<file path="src/rtl/c7bbiu_rd_sched.sv">
// c7bbiu_rd_sched: BIU read-channel scheduler.
// Round-robin arbitration between IFU and LSU single-word reads. One AXI read
// is in flight at a time. The returning R beat is routed to whichever
// requester owns the transaction, and a cancelled IFU fetch is silently dropped.
module c7bbiu_rd_sched #(
    parameter logic [3:0] IFU_ID = 4'h0,
    parameter logic [3:0] LSU_ID = 4'h1
) (
    input  logic        clk,
    input  logic        resetn,
    // IFU read port
    input  logic        ifu_biu_rd_req,
    input  logic [31:0] ifu_biu_rd_addr,
    input  logic        ifu_biu_cancel,
    output logic        biu_ifu_rd_ack,
    output logic        biu_ifu_data_valid,
    output logic        biu_ifu_fault,
    // LSU read port
    input  logic        lsu_biu_rd_req,
    input  logic [31:0] lsu_biu_rd_addr,
    output logic        biu_lsu_rd_ack,
    output logic        biu_lsu_data_valid,
    output logic        biu_lsu_fault,
    // shared read data and status
    output logic [31:0] biu_rd_data,
    output logic        biu_rd_busy,
    // AXI AR channel
    input  logic        ext_biu_ar_ready,
    output logic        biu_ext_ar_valid,
    output logic [3:0]  biu_ext_ar_id,
    output logic [31:0] biu_ext_ar_addr,
    output logic [7:0]  biu_ext_ar_len,
    output logic [2:0]  biu_ext_ar_size,
    output logic [1:0]  biu_ext_ar_burst,
    output logic        biu_ext_ar_lock,
    output logic [3:0]  biu_ext_ar_cache,
    output logic [2:0]  biu_ext_ar_prot,
    // AXI R channel
    input  logic        ext_biu_r_valid,
    input  logic [3:0]  ext_biu_r_id,
    input  logic [31:0] ext_biu_r_data,
    input  logic        ext_biu_r_last,
    input  logic [1:0]  ext_biu_r_resp,
    output logic        biu_ext_r_ready
);

    typedef enum logic [1:0] {IDLE, ADDR, DATA} state_t;

    localparam logic OWNER_IFU = 1'b0;
    localparam logic OWNER_LSU = 1'b1;

    state_t      state_q, state_d;
    logic [31:0] rdAddr_q, rdAddr_d;
    logic        owner_q, owner_d;
    logic        lastGrant_q, lastGrant_d;
    logic        drop_q, drop_d;

    logic grantIfu;
    logic grantLsu;
    logic beatLast;
    logic cancelHit;
    logic unusedRId;

    // Routing relies on the owner register, so the returned ID is not needed.
    assign unusedRId = ^ext_biu_r_id;

    // Only one request is granted per IDLE cycle. On a tie the side that was not granted last time wins.
    assign grantIfu = (state_q == IDLE) && ifu_biu_rd_req &&
                      (!lsu_biu_rd_req || (lastGrant_q == OWNER_LSU));
    assign grantLsu = (state_q == IDLE) && lsu_biu_rd_req && !grantIfu;

    assign beatLast = (state_q == DATA) && ext_biu_r_valid && ext_biu_r_last;

    // A cancel only matters while the IFU owns a transaction, including the cycle in which it is granted.
    assign cancelHit = ifu_biu_cancel &&
                       (((state_q != IDLE) && (owner_q == OWNER_IFU)) || grantIfu);

    // State register: an asynchronous reset abandons any transaction in flight.
    always_ff @(posedge clk or negedge resetn) begin
        if (!resetn) begin
            state_q     <= IDLE;
            rdAddr_q    <= 32'h0;
            owner_q     <= OWNER_IFU;
            lastGrant_q <= OWNER_LSU;
            drop_q      <= 1'b0;
        end else begin
            state_q     <= state_d;
            rdAddr_q    <= rdAddr_d;
            owner_q     <= owner_d;
            lastGrant_q <= lastGrant_d;
            drop_q      <= drop_d;
        end
    end

    // Next-state logic: grant and latch in IDLE, address handshake in ADDR, wait for the last beat in DATA.
    always_comb begin
        state_d     = state_q;
        rdAddr_d    = rdAddr_q;
        owner_d     = owner_q;
        lastGrant_d = lastGrant_q;
        case (state_q)
            IDLE: begin
                if (grantIfu || grantLsu) begin
                    state_d     = ADDR;
                    rdAddr_d    = grantIfu ? ifu_biu_rd_addr : lsu_biu_rd_addr;
                    owner_d     = grantLsu ? OWNER_LSU : OWNER_IFU;
                    lastGrant_d = grantLsu ? OWNER_LSU : OWNER_IFU;
                end
            end
            ADDR: begin
                if (ext_biu_ar_ready) begin
                    state_d = DATA;
                end
            end
            DATA: begin
                if (beatLast) begin
                    state_d = IDLE;
                end
            end
            default: state_d = IDLE;
        endcase
        // The drop flag lives only for the current transaction.
        if (state_d == IDLE) begin
            drop_d = 1'b0;
        end else if (cancelHit) begin
            drop_d = 1'b1;
        end else begin
            drop_d = drop_q;
        end
    end

    // Output decode: acks and data pulses are combinational, so they appear in the same cycle as their cause.
    always_comb begin
        biu_ifu_rd_ack     = grantIfu;
        biu_lsu_rd_ack     = grantLsu;
        biu_ext_ar_valid   = (state_q == ADDR);
        biu_ext_r_ready    = (state_q == DATA);
        biu_rd_busy        = (state_q != IDLE);
        biu_ifu_data_valid = beatLast && (owner_q == OWNER_IFU) && !drop_q && !ifu_biu_cancel;
        biu_lsu_data_valid = beatLast && (owner_q == OWNER_LSU);
        biu_ifu_fault      = biu_ifu_data_valid && (|ext_biu_r_resp);
        biu_lsu_fault      = biu_lsu_data_valid && (|ext_biu_r_resp);
    end

    // Every transaction is a single 32-bit INCR beat with default attributes.
    assign biu_ext_ar_addr  = rdAddr_q;
    assign biu_ext_ar_id    = (owner_q == OWNER_LSU) ? LSU_ID : IFU_ID;
    assign biu_ext_ar_len   = 8'd0;
    assign biu_ext_ar_size  = 3'b010;
    assign biu_ext_ar_burst = 2'b01;
    assign biu_ext_ar_lock  = 1'b0;
    assign biu_ext_ar_cache = 4'b0000;
    assign biu_ext_ar_prot  = 3'b000;
    assign biu_rd_data      = ext_biu_r_data;

endmodule

</file>
<file path="config.mk">
export PLATFORM = sky130hd
export DESIGN_NAME = c7bbiu_rd_sched
export DESIGN_NICKNAME = d
export VERILOG_FILES = /design/src/rtl/c7bbiu_rd_sched.sv
export SDC_FILE = /design/constraint.sdc
export NUM_CORES = 1
export LEC_CHECK = 0
export ABC_AREA = 1
export ABC_CLOCK_PERIOD_IN_PS = 1110
export CAP_MARGIN = 5
export CORE_MARGIN = 8
export CORE_UTILIZATION = 30
export CTS_BUF_LIST = sky130_fd_sc_hd__clkbuf_16
export CTS_CLUSTER_SIZE = 28
export DETAILED_ROUTE_END_ITERATION = 10
export PLACE_DENSITY = 0.77
export RECOVER_POWER = 25
export SLEW_MARGIN = 5
export SYNTH_ARGS = -nofsm -noshare
export SYNTH_HDL_FRONTEND = slang
export SYNTH_SLANG_ARGS = --single-unit
export TNS_END_PERCENT = 1
</file>
<file path="constraint.sdc">
create_clock -name clk -period 1.11 [get_ports clk]
set_input_delay 0.111 -clock clk [delete_from_list [all_inputs] [get_ports clk]]
set_output_delay 0.111 -clock clk [all_outputs]
set_load 0.01 [all_outputs]
</file>
Word level (Yosys, flattened, before mapping)
Cells that the tools add are included.

Flip-flop bits (word level): 37. Output and inout port bits: 98. Logic and storage cells: 44. Input bits: 110.

Reductions and logical operators: 27. Muxes and demuxes: 9. Bitwise gates (word level): 1. Equal/unequal tests: 2.

Operators by type and width (count): two-way mux 32 bit (1); logical AND 1 bit (14); two-way mux 2 bit (3); one-hot mux 2 bit (3 select lines) (1); logical NOT 1 bit (4); logical NOT 2 bit (2); two-way mux 1 bit (4); nonzero test 2 bit (2); logical OR 1 bit (3); == test 2 x 1 -> 1 bit (second input constant) (1); == test 2 bit (second input constant) (1); AND reduction 2 bit (1); OR reduction 2 bit (1); NOT 1 bit (1).

Longest topological paths before layout
Gate-level depths: netlist (run 1).

Depth in word-level cells: 10. Depth in mapped cells: 7. Mapped depth without buffers: 6.

Worst setup path after synthesis (run 1)
OpenSTA, ideal clock, no wires.

Path type: register -> output. From: reg state_q[1]. To: out biu_ifu_fault. Data required time: 0.999 ns. Stages on the path, launching flop included: 5. Path slack: -0.183 ns. Path buffers: 0. Arrival time: 1.182 ns. Cells stage by stage: dfrtp_1 inv_1 nor2_1 nand3_1 nor3_1.

Cells in the longest elaborated chain, start to end: 7.

RTL lines: start: declaration (line 52) `state_t state_q, state_d;`; start signal: assignment (line 87) `state_q <= state_d;`; == test 2 bit; via biu_ext_r_ready (line 44) `output logic biu_ext_r_ready`; logical AND 1 bit (2 in series) (line 72) `assign beatLast = (state_q == DATA) && ext_biu_r_valid && ext_biu_r_last;`; logical AND 1 bit (3 in series) (line 139) `biu_ifu_data_valid = beatLast && (owner_q == OWNER_IFU) && !drop_q && !ifu_biu_cancel;`; logical AND 1 bit (line 141) `biu_ifu_fault = biu_ifu_data_valid && (|ext_biu_r_resp);`; end: declaration (line 17) `output logic biu_ifu_fault,`.

The timed path passes the listed nets, and every way through them passes these cells.

Worst setup path after layout (run 1)
From: reg state_q[0]. To: out biu_lsu_rd_ack.

Cells in the longest elaborated chain, start to end: 5. Elaborated cells on any way between the ends: 6. Classes of those cells: reduce/logical: 6.

RTL lines: logical NOT 2 bit (*) (line 68, 70); logical AND 1 bit (2 in series) (line 68) `assign grantIfu = (state_q == IDLE) && ifu_biu_rd_req &&`; logical NOT 1 bit (line 70) `assign grantLsu = (state_q == IDLE) && lsu_biu_rd_req && !grantIfu;`; logical AND 1 bit (*) (line 70); end: declaration (line 21) `output logic biu_lsu_rd_ack,`.

Every way passes the cells marked *; elsewhere a longest branch is shown, timed or not.

==> results of run 1 <==
## cell families after synthesis
kind of cell    after synthesis  synth area share [%]
simple gates                186                  32.5
flops                        37                  35.3
buf+inv                     151                  30.9
compound gates                3                  1.00
other cells                   2                 0.286
## critical path, cell delays in order, from the launching register on
cell and delay [ns]:
dfrtp_2 0.44, buf_12 0.14, nor2_8 0.13, nand3_4 0.09, nand3_2 0.07, inv_1 0.04
buf_2 0.13
## repair_timing
item / 4_1_cts / 5_1_grt
endpoints found under the setup margin: 77 / 45
hold endpoints to repair: 36 / 0
hold buffers: 1 / 0
pin swaps: 4 / 3
setup buffers: 3 / 0
gates resized for setup: 89 / 9
## path summary, 6_finish.rpt
path / endpoint / startpoint / slack, ns
max: biu_lsu_rd_ack / state_q[0] / -0.31
min: biu_rd_data[31] / ext_biu_r_data[31] / 0.22
max reg2reg: biu_ext_ar_addr[29] / state_q[0] / -0.29
min reg2reg: biu_ext_ar_addr[10] / biu_ext_ar_addr[10] / 0.47
max in group asynchronous: lastGrant_q / resetn / 0.50
min in group asynchronous: owner_q / resetn / 0.35
## layer usage
metal	GRT usage (%)	vias to the layer above
li1	-	1258
met1	14.3	1190
met2	22.8	125
met3	5.16	4
met4	3.09	0
met5	0	-
## metrics by stage
step,cells,setup WS (ns)
floorplan,401,-0.0204
global route,579,-0.369
detailed placement,568,-0.510
CTS,579,-0.342
global placement,568,-0.485
finish,579,-0.311
## placed cells by master, fill, tap and decap left out, types with 2 or more instances in the layout
master / n
nor2_4: 2
dfrtp_2: 2
buf_8: 2
inv_1: 71
nand3_1: 33
dfrtp_1: 34
nor3_2: 2
clkdlybuf4s50_1: 72
nor2_1: 7
nand4_1: 32
buf_12: 2
buf_4: 13
buf_6: 7
inv_2: 3
clkbuf_16: 5
conb_1: 24
nand3_4: 2
nand2_1: 105
dlygate4sd2_1: 32
buf_2: 9
## report_power, final
part / switching [W] / internal (W) / total (W)
logic: 0.00261 / 0.00207 / 0.00468
registers: 0.000351 / 0.00205 / 0.00240
clock network: 0.000542 / 0.00105 / 0.00159
## registers in the layout, summed over array words and instances (netlist names)
signal / flops
owner_q: 1
state_q: 2
biu_ext_ar_addr: 32
lastGrant_q: 1
drop_q: 1
## cell type report
cell class                 instances  area [sq um]
inverter                          75           294
multi-input combinational        213          1020
tap                              108           135
sequential                        37           930
timing repair buffer             138          1300
clock inverter                     3          41.3
clock buffer                       5           125
fill                             882          4740
==> out/results.ini, run 1 <==
[outcome]
status=finished, violations left
failed_checks=setup timing

[grt]
antenna_found_initial=0
grt_pass1_vias=2714
largest_net_degree_at_the_start_of_global_routing=35
global_route.usage.total_pct=13.0
grt_pass1_wl_mm=12.7
global_route.overflow_total=0

[synthesis]
synthesized_area_per_cell_sq_um=6.93
synthMostInstantiatedCell=nand2_1
synth-main-ff-cell=dfrtp_1
ys.warnings.count=0
yosys-top-cells-area=dfrtp_1 (34%), buf_4 (17%), nand2_1 (15%)
ys_async_sr_fraction_pct=100
synth_area_leader_cell=dfrtp_1
synth_largest_type_area_fraction_pct=34.3
number_of_enable_flip_flop_cells_after_synthesis=0
synth_seq_area_share_pct=35.3
number_of_distinct_library_cells_after_synthesis=17
ys_ff_latch=37
post_synth_instance_area_sq_mm=0.00263
yosys-top-cells-count=nand2_1 (106), inv_1 (74), buf_4 (60), dfrtp_1 (36), nand3_1 (35)
synth_cells=379

[timing]
fin_crit_ns=1.42
tns_ns=-10.77
final.period_utilization_pct=128
worst_slack_ns=-0.311
timing.fmax_mhz=704
clock_skew_ns=0.00418
hold_ws_ns=0.222
rsz_0062_raised_after_global_routing=true
finalHoldViolCount=0
max_slew_violation_count=0
report.final.setup_viol=44

[placement]
io_buffer_count=115
total_cell_area_at_the_placement_stage_sq_mm=0.00366
routability_congestion=0.732
place.detailed.hpwl_mm=6.18

[hold_path]
hold_path_depth=0
hold_class=input pin to output port

[power]
post-layout-total-power_w=0.00867
p_leak_nw=2.15
irDropWorstVdd_v=0.00129
power.density_cell_area_mw_per_mm2=2250

[die]
floorplan.io_pins=208
die_area_sq_mm=0.0120
initial_utilization_pct=30.6
rows=34
die_height_um=110
core_sq_mm=0.00859
die_x_um=110

[layout]
area.growth.synth_to_final_pct=46.7
fin_nets=580
post-route-cell-area_sq_mm=0.00385
antenna-diode-count=0
fraction_of_final_layout_cells_with_drive_strength_greater_than_1_pct=12.3
final_util_pct=44.8

[worst_setup_path]
critPathKind=register to output port
arrival_ns=1.31
critPathRequiredTime_ns=1.00
worst_setup_path_end_kind=output port
critical_path.max_fanout=5
critical_path.startpoint_type=register
worstRegToRegCells=7

[clocking]
worst_setup_hold_path_clk_slew_ns=0.06
clk_root_buffer_cell=clkbuf_16
numClockSinks=37
cts.htree.levels=2
cts_buf_count=5
clock_path_buffers=2
clock_latency_ns=0.27
clock_tree_from_tritoncts=built

[drt]
vias=2577
drtAntennaViolNets=0
wirelength_mm=7.83
wl_met3_um=951
met2RoutedLength_mm=3.92
avgRoutedWirePerCell_um=13.5
top_signal_layer_used=met4
drc=0
first_pass_iters=4
post_drt_via_cell_ratio=4.45
route.layer.met1.wl_mm=2.93
drt-initial-drc-count=111

[job]
max-cap-violations=0

No activity file was read; power rests on OpenSTA's default activity.
==> run 2: changes to the inputs <==
Settings changed: PLACE_DENSITY 0.77 to unset, PLACE_DENSITY_LB_ADDON set to 0.25, TNS_END_PERCENT 1 to 5.
==> run 2 against run 1 <==
Compared with the run above:
- the flow still finishes with violations (setup timing)
- non-clock buffer count is 5 higher
- clock-buffer cell count is the same
- routed wire length hardly changed
- sequential share of layout area fell by 0.53 points
- global-route usage is 0.62 points lower
- critical path type is now register to register
- critical path depth grew 1
- sequential power grew 2%
- largest power group unchanged
==> out/results.ini, run 2 (synthesis results as in run 1) <==
[outcome]
status=finished, violations left
failed_checks=setup timing

[drt]
vias=2557
avgRoutedWirePerCell_um=13.4
drtAntennaViolNets=0
first_pass_iters=4
drc=0
wirelength_mm=7.83
drt-initial-drc-count=64
post_drt_via_cell_ratio=4.38

[layout]
area.growth.synth_to_final_pct=50.0
mostFrequentLayoutCell=nand2_1
fin_nets=585
fraction_of_final_layout_cells_with_drive_strength_greater_than_1_pct=14.1
max_reg_flops=32
antenna-diode-count=0
layout.cells.most_common_list=nand2_1 (100), inv_1 (71), clkdlybuf4s50_1 (71)

[placement]
dpl_worst_slack_ns=-0.518
io_buffer_count=115
routability_congestion=0.700
place.detailed.hpwl_mm=5.89

[worst_setup_path]
critical_path.n_buffers_inverters=3
timing.rr.start=state_q[1]
critPathKind=register to register
cp_top_family=flip-flops
arrival_ns=1.54
critical_path.startpoint_type=register
cp_slowest_stage_delay_ns=0.45
critical_path.max_fanout=14
slowest_stage=dfrtp_2
critPathRequiredTime_ns=1.27
reg2reg_setup_slack_ns=-0.27
r2r_end=biu_ext_ar_addr[31]
worstRegToRegCells=7
worst_setup_path_end_kind=register
worstPathCellList=nor2_8, buf_6, o21ai_4, buf_6, buf_12, nand2_1, nand2_1

[grt]
antenna_found_initial=0
grt_pass1_wl_mm=12.2
largest_net_degree_at_the_start_of_global_routing=38
global_route.usage.total_pct=12.4
grt_pass1_vias=2550
global_route.overflow_total=0

[timing]
clock_skew_ns=0.00444
final.period_utilization_pct=124
hold_ws_ns=0.222
report.final.setup_viol=45
fin_crit_ns=1.38
worst_slack_ns=-0.270
max_slew_violation_count=0
finalHoldViolCount=0
rsz_0062_raised_after_global_routing=true
timing.fmax_mhz=725

[clocking]
numClockSinks=37
clk_root_buffer_cell=clkbuf_16
cts.htree.levels=2
clock_tree_from_tritoncts=built
clock_path_buffers=2
cts_buf_count=5
clock_latency_ns=0.27
worst_setup_hold_path_clk_slew_ns=0.06

[die]
floorplan.io_pins=208
die_x_um=110
die_height_um=110
rows=34
initial_utilization_pct=30.6
core_sq_mm=0.00859
die_area_sq_mm=0.0120

[power]
irDropWorstVdd_v=0.00121
intPower_w=0.00525
power.net_switching_w=0.00358
combinationalPowerShare_pct=57.3
p_leak_nw=2.19
power.density_cell_area_mw_per_mm2=2240
p_sw_share_pct=40.5
power.clock.fraction_pct=15.0
pwr-share-seq_pct=27.7

[hold_path]
worst_hold_startpoint=ext_biu_r_data[10]
hold_class=input pin to output port
min_to=biu_rd_data[10]
hold_path_depth=0

[job]
max-cap-violations=0

## run 2: cell count changes in the layout (fill, tap and decap cells not counted), sizes merged
| cell | previous run | this run |
|---|---|---|
| clkdlybuf4s15 | 0 | 1 |
| bufinv | 1 | 0 |
| buf | 33 | 36 |
| dlymetal6s2s | 0 | 1 |
| clkinvlp | 1 | 0 |
| clkbuf | 5 | 6 |
| clkdlybuf4s50 | 72 | 71 |
| clkinv | 2 | 4 |
## run 2: how the worst max path moves through the flow
stage	startpoint	to	slack, ns	depth (start not counted)
after global placement	lsu_biu_rd_req	biu_lsu_rd_ack	-0.48	6
final	state_q[1]	biu_ext_ar_addr[31]	-0.27	7
after CTS	state_q[0]	biu_lsu_rd_ack	-0.27	5
after floorplan	state_q[1]	biu_ext_ar_addr[0]	-0.02	6
after global routing	state_q[1]	biu_lsu_fault	-0.35	5
after detailed placement	lsu_biu_rd_req	biu_lsu_rd_ack	-0.52	6
## run 2: area by class of cell
class	instances	area (sq um)
fillers	881	4650
well taps	108	135
repair buffers	143	1410
multi-input cells	213	1030
inverters	75	294
clock buffers	5	125
clock inverters	3	12.5
flip-flops and latches	37	930
## run 2: through the flow
stage / utilization [%] / power (W) / area (sq um) / setup TNS (ns) / cells
after floorplan: - / 0.00515 / 2780 / -0.613 / 401
after global placement: 42.8 / 0.00734 / 3680 / -14.36 / 569
after detailed placement: 42.8 / 0.00741 / 3680 / -16.08 / 569
after CTS: 44.7 / 0.00859 / 3840 / -9.76 / 582
after global routing: 45.8 / 0.00954 / 3940 / -11.74 / 584
final: 45.8 / 0.00882 / 3940 / -9.13 / 584
## run 2: timing repair
| item | CTS | global route |
|---|---|---|
| gates cloned | 0 | 1 |
| endpoints found under the hold margin | 36 | 0 |
| gates resized for setup | 90 | 19 |
| setup buffers | 4 | 1 |
| hold buffers | 1 | 0 |
| pin swaps | 8 | 13 |
| setup endpoints to repair | 78 | 46 |
## run 2: layer usage
layer  global-route usage [%]  up-vias  share of wire (%)
li1                         -     1271                  -
met1                     14.1     1170                 40
met2                     20.7      108                 47
met3                     5.86        8                 12
met4                     2.31        0               0.63
met5                        0        -                  0
## run 2: power groups by stage
| stage | Combinational, W | Sequential (W) | Clock [W] |
|---|---|---|---|
| final | 0.00506 | 0.00244 | 0.00133 |
| after global routing | 0.00558 | 0.00252 | 0.00143 |
| after CTS | 0.00478 | 0.00244 | 0.00137 |
| after detailed placement | 0.00493 | 0.00247 | 0 |
| after global placement | 0.00489 | 0.00244 | 0 |
| after floorplan | 0.00243 | 0.00272 | 0 |
## run 2: worst register-to-register path: stages (launching register included)
cell,delay (ns)
dfrtp_2,0.45
nor2_8,0.17
buf_6,0.16
o21ai_4,0.10
buf_6,0.14
buf_12,0.14
nand2_1,0.06
nand2_1,0.05
==> patch (settings of run 1) <==
Make the reset (`resetn`) synchronous in one clocked block. Comments in the files are not updated.
--- a/src/rtl/c7bbiu_rd_sched.sv
+++ b/src/rtl/c7bbiu_rd_sched.sv
@@ -78,3 +78,3 @@
     // State register: an asynchronous reset abandons any transaction in flight.
-    always_ff @(posedge clk or negedge resetn) begin
+    always_ff @(posedge clk) begin
         if (!resetn) begin
Behaviour: differs if resetn is asserted again (counterexample within 4 cycles, from zero or initial values and one cycle with resetn low); with resetn held inactive, the same outputs for 10 cycles.
==> patch against run 1 <==
- the flow still finishes with violations (negative setup slack)
- via count shrank 7.1%
- area after synthesis shrank 11%
- highest routed layer unchanged
- critical path depth is the same
- setup slack gained 130 ps
- routed wire length shrank 9.1%
- cell area shrank 8.0%
- sequential cell count is the same
- utilization grew 1.7 points
Power is not compared: it rests on default switching activity, and its combinational part moved more than twofold at a synthesized area within 25%.
==> patch: results (changes against run 1) <==
stage	metric	value	unit	change
cts	clock_latency	280	ps	
synthesis	ys_seq_area_frac	0.318		-0.0347
min_path	min_to	biu_rd_data[10]		
finish	fillers	764		-13%
cts	cts.clk_slew.worst_paths	60	ps	about the same
finish	n_antenna_cell	0		unchanged
synthesis	synthTopCellsByArea	dfxtp_1, nand3_1, buf_4		
drt	wirelength	7.11	mm	-9.1%
drt	drt_iter0_markers	59		-47%
global_route	grt_first_pass_wirelength	11.8	mm	-7.3%
placed_design	gp_congestion	0.740		+1.1%
cts	h-tree-depth	2		unchanged
critical_path	arrival	1180	ps	-130 ps
finish	instances_no_fill	546		-5.7%
power	p_int	0.00302	W	
timing	tns	-5450	ps	+5320 ps
placed_design	portBuffers	115		unchanged
critical_path	timing.rr.end	biu_ext_ar_addr[13]$_SDFFE_PN0P_		
synthesis	async_reset_ff_frac	0		-1.00
timing	setup_viol	44		unchanged
min_path	min_path_cells	0		unchanged
critical_path	rr_worst_depth	8		+1
cts	ctsRootBufferMaster	clkbuf_16		
global_route	first_global_vias	2464		-9.2%
critical_path	cp_max_fo	3		-2
drt	via_per_inst	4.39		-1.4%
outcome	violations	negative setup slack		
outcome	outcome	finished, violations left		
timing	timing.final.ws_setup	-186	ps	+126 ps
cts	numCtsBuffers	5		unchanged
min_path	min_path_type	in2out		
placed_design	dp_hpwl	5.32	mm	-14%
finish	largest_register_ffs	32		unchanged
cts	clk_path_buf_depth	2		unchanged
global_route	antenna_found_initial	0		unchanged
min_path	holdCritStartpoint	ext_biu_r_data[10]		
finish	drive_gt1_frac	0.126		+0.00298
drt	firstDrtPassIters	5		+1
global_route	grt_start_max_net_pins	34		-2.9%
critical_path	reg2reg_from	state_q[1]$_SDFF_PN0_		
synthesis	syn_inst	355		-6.3%
global_route	track_usage	0.130		-0.000263
power	cellLeakagePower	1.93	nW	
synthesis	synth_commonest_cells	nand3_1, nand2_1, buf_4		
synthesis	synth-warning-count	0		unchanged
placed_design	placedCellCount	535		-5.8%
timing	skew	6.22	ps	+2.04 ps
power	ir_worst_vdd	508	µV	
critical_path	r2r_setup_slack	-180	ps	+110 ps
synthesis	synth_cell_type_count	17		unchanged
synthesis	synthFlopType	dfxtp_1		
[patch: logic make-up after synthesis]
group / Yosys count / share of synthesized area
DFF: 37 / 0.318
AOI/OAI and AO/OA: 2 / 0.00430
other: 2 / 0.00323
buffers and inverters: 123 / 0.308
and+or+nand+nor: 191 / 0.367
[patch: repair_timing]
action	CTS	global route
endpoints found under the setup margin	78	44
pin swaps	7	7
setup buffers	1	2
hold endpoints to repair	0	0
resized for setup	101	4
[patch: worst max-delay path by stage]
stage | slack (ps) | cells after the start | from | endpoint
5_1_grt | -260 | 8 | state_q[1]$_SDFF_PN0_ | biu_ext_ar_addr[9]$_SDFFE_PN0P_
6_report | -190 | 6 | state_q[1]$_SDFF_PN0_ | biu_lsu_rd_ack
2_1_floorplan | -30 | 4 | state_q[1]$_SDFF_PN0_ | biu_lsu_fault
4_1_cts | -220 | 5 | state_q[1]$_SDFF_PN0_ | biu_lsu_fault
3_3_place_gp | -480 | 6 | ext_biu_r_last | biu_lsu_fault
3_5_place_dp | -470 | 6 | ext_biu_r_last | biu_lsu_fault
[patch: area by class of cell]
class	instances	area (µm²)	area share
flip-flops and latches	37	749	0.212
inverters	46	173	0.0487
well taps	102	128	0.0360
repair buffers	136	1340	0.379
clock buffers	5	125	0.0353
multi-input cells	217	1010	0.286
clock inverters	3	13.8	0.00388
[patch: critical path: stages (launching register included)]
cell,delay [ps]
dfxtp_4,360
nor2_4,140
nand2_2,90
inv_2,90
nand2_1,60
inv_1,50
buf_2,120
[patch: metrics by stage]
step	setup WS, ps	util	cell area [µm²]	hold slack, ps
final	-186	0.466	3540	222
after global routing	-262	0.466	3540	222
after CTS	-221	0.462	3510	222
after detailed placement	-473	0.436	3320	222
after global placement	-475	0.436	3320	222
after floorplan	-28.0	-	2430	278
[patch: routing by layer]
metal	vias up	part of all wire	wire length, µm	GRT usage
li1	1208	-	-	-
met1	1050	0.40	2830	0.136
met2	109	0.47	3370	0.214
met3	28	0.10	727	0.0613
met4	0	0.026	187	0.0620
met5	-	0	0	0
[patch: power groups by stage]
stage | Combinational, W | Clock [W] | Sequential, W
floorplan | 0.000827 | 0 | 0.00163
global placement | 0.00142 | 0 | 0.00157
detailed placement | 0.00144 | 0 | 0.00157
CTS | 0.00144 | 0.00139 | 0.00155
global route | 0.00161 | 0.00146 | 0.00156
finish | 0.00145 | 0.00135 | 0.00154
